<file path="src/rtl/pic_fifo_port.sv">
// ADC-to-PIC parallel master port bridge: sample FIFO plus a dreq/drdy beat
// handshake that serialises each sample LSB-first in PMP_W-bit beats.
module pic_fifo_port #(
  parameter int unsigned DATA_W = 8,
  parameter int unsigned PMP_W  = 8,
  parameter int unsigned DEPTH  = 16,
  parameter int unsigned SETUP  = 2
) (
  input  logic                     clk,
  input  logic                     rst,
  input  logic [DATA_W-1:0]        adc_data,
  input  logic                     adc_valid,
  input  logic                     pmp_dreq,
  output logic [PMP_W-1:0]         pmp_d,
  output logic                     pmp_drdy,
  output logic                     pmp_empty,
  output logic [$clog2(DEPTH):0]   fifo_level,
  output logic                     overflow,
  input  logic                     ovf_clr
);

  localparam int unsigned BEATS  = DATA_W / PMP_W;
  localparam int unsigned BEAT_W = (BEATS > 1) ? $clog2(BEATS) : 1;
  localparam int unsigned PTR_W  = $clog2(DEPTH);
  localparam int unsigned LVL_W  = PTR_W + 1;
  localparam int unsigned CNT_W  = (SETUP > 1) ? $clog2(SETUP) : 1;

  localparam logic [1:0] S_IDLE  = 2'd0;
  localparam logic [1:0] S_SETUP = 2'd1;
  localparam logic [1:0] S_READY = 2'd2;

  logic [DATA_W-1:0] r_mem [DEPTH];
  logic [PTR_W-1:0]  r_wr_ptr, r_rd_ptr;
  logic [LVL_W-1:0]  r_level;
  logic              r_overflow;
  logic              r_sync1, r_dreq_s, r_dreq_d;
  logic [1:0]        r_state;
  logic [CNT_W-1:0]  r_cnt;
  logic [BEAT_W-1:0] r_beat;
  logic [DATA_W-1:0] r_hold;
  logic [PMP_W-1:0]  r_pmp_d;
  logic              r_drdy, r_empty;

  logic [1:0]        w_state_nxt;
  logic [CNT_W-1:0]  w_cnt_nxt;
  logic [BEAT_W-1:0] w_beat_nxt;
  logic [DATA_W-1:0] w_hold_nxt;
  logic [PMP_W-1:0]  w_d_nxt;
  logic              w_drdy_nxt, w_empty_nxt, w_pop;
  logic              w_rise, w_fifo_empty, w_full, w_push_ok, w_drop, w_last;
  logic [DATA_W-1:0] w_head, w_src;
  logic [PMP_W-1:0]  w_beat_data;

  assign w_rise       = r_dreq_s & ~r_dreq_d;
  assign w_fifo_empty = (r_level == '0);
  assign w_full       = (r_level == LVL_W'(DEPTH));
  assign w_push_ok    = adc_valid & (~w_full | w_pop);
  assign w_drop       = adc_valid & w_full & ~w_pop;
  assign w_head       = r_mem[r_rd_ptr];
  assign w_last       = (r_beat == BEAT_W'(BEATS - 1));
  // Beat 0 reads the FIFO head directly; later beats come from the hold copy.
  assign w_src        = (r_beat == '0) ? w_head : r_hold;
  assign w_beat_data  = PMP_W'(w_src >> (32'(r_beat) * PMP_W));

  always_comb begin
    w_state_nxt = r_state;
    w_cnt_nxt   = r_cnt;
    w_beat_nxt  = r_beat;
    w_hold_nxt  = r_hold;
    w_d_nxt     = r_pmp_d;
    w_drdy_nxt  = r_drdy;
    w_empty_nxt = r_empty;
    w_pop       = 1'b0;
    case (r_state)
      S_IDLE: begin
        w_d_nxt    = '0;
        w_drdy_nxt = 1'b0;
        if (w_rise) begin
          w_state_nxt = S_SETUP;
          w_cnt_nxt   = '0;
          if ((r_beat == '0) && w_fifo_empty) begin
            w_empty_nxt = 1'b1;
          end else begin
            w_empty_nxt = 1'b0;
            w_d_nxt     = w_beat_data;
            if (r_beat == '0) w_hold_nxt = w_head;
          end
        end
      end
      S_SETUP: begin
        if (!r_dreq_s) begin
          w_state_nxt = S_IDLE;
          w_d_nxt     = '0;
          w_empty_nxt = 1'b0;
        end else if (r_cnt == CNT_W'(SETUP - 1)) begin
          w_state_nxt = S_READY;
          w_drdy_nxt  = 1'b1;
        end else begin
          w_cnt_nxt = r_cnt + CNT_W'(1);
        end
      end
      S_READY: begin
        if (!r_dreq_s) begin
          w_state_nxt = S_IDLE;
          w_drdy_nxt  = 1'b0;
          w_d_nxt     = '0;
          w_empty_nxt = 1'b0;
          if (!r_empty) begin
            if (w_last) begin
              w_pop      = 1'b1;
              w_beat_nxt = '0;
            end else begin
              w_beat_nxt = r_beat + BEAT_W'(1);
            end
          end
        end
      end
      default: w_state_nxt = S_IDLE;
    endcase
  end

  always_ff @(posedge clk) begin
    if (rst) begin
      r_sync1    <= 1'b0;
      r_dreq_s   <= 1'b0;
      r_dreq_d   <= 1'b0;
      r_state    <= S_IDLE;
      r_cnt      <= '0;
      r_beat     <= '0;
      r_hold     <= '0;
      r_pmp_d    <= '0;
      r_drdy     <= 1'b0;
      r_empty    <= 1'b0;
      r_wr_ptr   <= '0;
      r_rd_ptr   <= '0;
      r_level    <= '0;
      r_overflow <= 1'b0;
    end else begin
      r_sync1  <= pmp_dreq;
      r_dreq_s <= r_sync1;
      r_dreq_d <= r_dreq_s;
      r_state  <= w_state_nxt;
      r_cnt    <= w_cnt_nxt;
      r_beat   <= w_beat_nxt;
      r_hold   <= w_hold_nxt;
      r_pmp_d  <= w_d_nxt;
      r_drdy   <= w_drdy_nxt;
      r_empty  <= w_empty_nxt;
      if (w_push_ok) r_wr_ptr <= r_wr_ptr + PTR_W'(1);
      if (w_pop)     r_rd_ptr <= r_rd_ptr + PTR_W'(1);
      r_level <= r_level + LVL_W'(w_push_ok) - LVL_W'(w_pop);
      // A drop wins over a same-cycle clear.
      if (w_drop)       r_overflow <= 1'b1;
      else if (ovf_clr) r_overflow <= 1'b0;
    end
  end

  always_ff @(posedge clk) begin
    if (w_push_ok) r_mem[r_wr_ptr] <= adc_data;
  end

  assign pmp_d      = r_pmp_d;
  assign pmp_drdy   = r_drdy;
  assign pmp_empty  = r_empty;
  assign fifo_level = r_level;
  assign overflow   = r_overflow;

endmodule
</file>
<file path="config.mk">
export PLATFORM = sky130hd
export DESIGN_NAME = pic_fifo_port
export DESIGN_NICKNAME = d
export VERILOG_FILES = /design/src/rtl/pic_fifo_port.sv
export SDC_FILE = /design/constraint.sdc
export NUM_CORES = 1
export LEC_CHECK = 0
export CAP_MARGIN = 20
export CORE_ASPECT_RATIO = 1.1
export CORE_MARGIN = 3
export CORE_UTILIZATION = 55
export CTS_BUF_LIST = sky130_fd_sc_hd__clkbuf_2
export DETAILED_ROUTE_END_ITERATION = 8
export PLACE_DENSITY = 0.75
export SKIP_LAST_GASP = 1
export SYNTH_ARGS = -nofsm -noshare
export SYNTH_HDL_FRONTEND = slang
export SYNTH_SLANG_ARGS = --single-unit
</file>
<file path="constraint.sdc">
create_clock -name clk -period 2.8 [get_ports clk]
set_input_delay 0.42 -clock clk [delete_from_list [all_inputs] [get_ports clk]]
set_output_delay 0.42 -clock clk [all_outputs]
set_load 0.005 [all_outputs]
</file>
==> flow_summary.yaml <==
status:
  outcome: "completed"
route:
  drc: 0
  vias_per_cell: 5.55
  drtIter0Drc: 209
  finalWirelength_mm: 11.4
  wl_per_cell_um: 19.0
  ant_nets: 0
  vias: 3321
  dr.pass1.iters: 4
sta:
  whs_ps: 267
  setup_tns_ps: 0
  slew_headroom_pct: 38.8
  max_freq_mhz: 396
  slew_viol_final: 0
  tightest_slew_ps: 915
  finalHoldViolCount: 0
  fin_crit_sh_pct: 90.2
  clock_skew_ps: 34.2
  fin_crit_ps: 2530
  setup_viol: 0
  rsz0062_at_grt: "false"
global_routing:
  grt_pass1_wl_mm: 18.5
  use_met3_pct: 5.06
  use_met2_pct: 31.8
  globalRouteOverflowTotal: 0
  grt_use_total_pct: 19.4
  use_met1_pct: 25.9
  antenna_found_initial: 1
  grt_pass1_vias: 3445
  busiest_layer: "met2"
  grt_max_degree: 33
placed_design:
  gp_congestion: 0.793
  placed_area_mm2: 0.00703
  port_buffers: 28
  dpl.hpwl_mm: 7.35
critical_path:
  cp-end-kind: "register"
  cp-start-kind: "register"
  cp_top_family: "adder cells"
  max_stage_delay_ps: 440
  arrival_ps: 3140
  cp.required_ps: 3410
  cpMostUsedCell: "inv_1"
  crit_chain: "ha_4 -> nor3b_4 -> o21a_1 -> inv_1 -> ha_1 -> inv_1 -> ha_1 -> inv_1 -> fa_1 -> nor2b_2 -> o21bai_1 -> nand3_1 -> nor3b_1"
  crit_buf_inv: 3
  crit_path_top_delay_cell: "dfxtp_1"
  cp_max_fo: 5
  criticalPathCategory: "register to register"
layout:
  nFillCells: 874
  finalNetCount: 462
  register_area_mm2: 0.00453
  multi_input_area_mm2: 0.00184
  area_growth_pct: 12.3
  fin_area_mm2: 0.00730
  drive_above_1_share_pct: 21.5
clocking:
  htreeDepth: 4
  cts_hold_buf: 0
  max-clock-path-buffers: 2
  clk_latency_ps: 700
  clock-sinks: 162
  numCtsBuffers: 17
  clk_pin_slew_ps: 220
  cts.root.buffer_cell: "clkbuf_2"
  cts_tree: "done"
synth:
  synth_top_area_cell: "edfxtp_1"
  ys_ff_latch: 162
  synthesis.area_mm2: 0.00650
  synth_area_leaders: "edfxtp_1, mux4_2, dfxtp_1"
  synth_ff_type: "edfxtp_1"
  syn_inst: 382
  syn_avg_cell_area_um2: 17.0
  yosys_warnings: 0
  synth_top_area_share_pct: 59.1
  ys_seq_area_share_pct: 69.6
  synthesis.nets: 410
  async_reset_ff_share_pct: 0
  synth_cell_type_count: 42
  synth_edf_count: 128
die:
  io_pins: 29
  coreArea_mm2: 0.0115
  die_h_um: 120
  die_area_mm2: 0.0132
  rows: 41
  start_util_pct: 56.6
  die_w_um: 110
pwr:
  ir_drop_uv: 355
  p_int_mw: 3.36
  share_comb_of_total_power_pct: 11.2
  pwr-share-seq_pct: 61.3
  power_density_mw_per_mm2: 615
  netSwitchingFraction_pct: 25.2
  clockPowerShare_pct: 27.4
  total_power_mw: 4.49
  net-switching-power_mw: 1.13
  leakagePower_nw: 2.42
run:
  maxCapViolCount: 0
hold_path:
  hold_class: "primary input to register"
## flip-flops by register name, summed over array words and instances, names as in the netlist, named ones only
signal / cells
fifo_level: 5
overflow: 1
pmp_d: 8
pmp_drdy: 1
pmp_empty: 1
r_cnt: 1
r_dreq_d: 1
r_dreq_s: 1
r_mem: 128
r_rd_ptr: 4
r_state: 2
r_sync1: 1
r_wr_ptr: 4
## cell families (layout without fill, tap and decap cells)
logic type               count (synthesis)  after routing  share of synthesized area [%]
XOR/XNOR                                 8              8                           1.08
adder cells (fa/ha/maj)                 15             15                           3.00
other                                    0              1                              0
buffers and inverters                   29             94                           2.37
AND/OR/NAND/NOR                         87             87                           6.95
multiplexers                            50             50                           13.9
AO/OA/AOI/OAI                           31             31                           3.14
flip-flops                             162            162                           69.6
## Yosys cell counts, drive strengths merged (2+ instances only)
cell type	count
inv	13
ha	14
o21ai	6
nand2	10
o21a	2
mux2i	18
xor2	5
edfxtp	128
a211o	8
mux4	32
dfxtp	34
nor2b	9
o211ai	2
nor3b	3
xnor2	3
nor2	45
nand2b	3
clkbuf	7
nand4	3
nor3	6
a21oi	10
buf	9
## power groups by stage
stage,Clock (mW),Sequential [mW],Combinational [mW]
2_1_floorplan,0,2.79,0.305
3_3_place_gp,0,2.80,0.486
3_5_place_dp,0,2.80,0.504
4_1_cts,1.26,2.75,0.508
5_1_grt,1.37,2.77,0.567
6_report,1.23,2.75,0.504
## layer usage
| metal | up-vias | wire length, um |
|---|---|---|
| met4 | 0 | 100 |
| met5 | - | 0 |
| met3 | 7 | 512 |
| met1 | 1658 | 4810 |
| met2 | 84 | 5940 |
| li1 | 1572 | - |
## final timing paths
check	startpoint	to	slack (ps)	cells after the start
min reg2reg	r_sync1$_SDFF_PP0_	r_dreq_s$_SDFF_PP0_	470	1
max reg2reg	r_state[1]$_SDFFE_PP0P_	fifo_level[4]$_SDFF_PP0_	270	13
max	r_state[1]$_SDFFE_PP0P_	fifo_level[4]$_SDFF_PP0_	270	13
min	pmp_dreq	r_sync1$_SDFF_PP0_	270	2
## cells in the final DEF (no fill, tap or decap), types with 4 or more instances in the layout
master and n:
a211o_1 8, clkbuf_2 17, edfxtp_1 128, nor2b_1 8
nand2_1 10, inv_6 4, dfxtp_1 31, a21oi_1 10
ha_1 13, inv_1 12, clkinvlp_4 4, o21ai_0 6
buf_4 20, mux4_2 32, clkdlybuf4s50_1 28, nor2_1 45
xor2_1 5, mux2i_1 18, nor3_1 6
## stage by stage
step / worst slack (ps) / std cells / utilization, %
floorplan: 103 / 382 / -
global placement: 204 / 565 / 61.2
detailed placement: 139 / 565 / 61.2
CTS: 134 / 597 / 63.3
global route: 9.64 / 598 / 63.5
finish: 275 / 598 / 63.5
## repair_timing
item                       CTS  global route
resized for setup            0             6
setup endpoints to repair    0             1
setup buffers                0             0
## layout make-up
type,instances,share of cell area (%)
Clock inverter,15,2.16
Timing Repair Buffer,49,6.17
Multi-Input combinational cell,191,25.2
Antenna cell,1,0.0343
Tap cell,150,2.57
Inverter,13,0.669
Clock buffer,17,1.17
Sequential cell,162,62.1
Power figures use the tool's default switching activity.
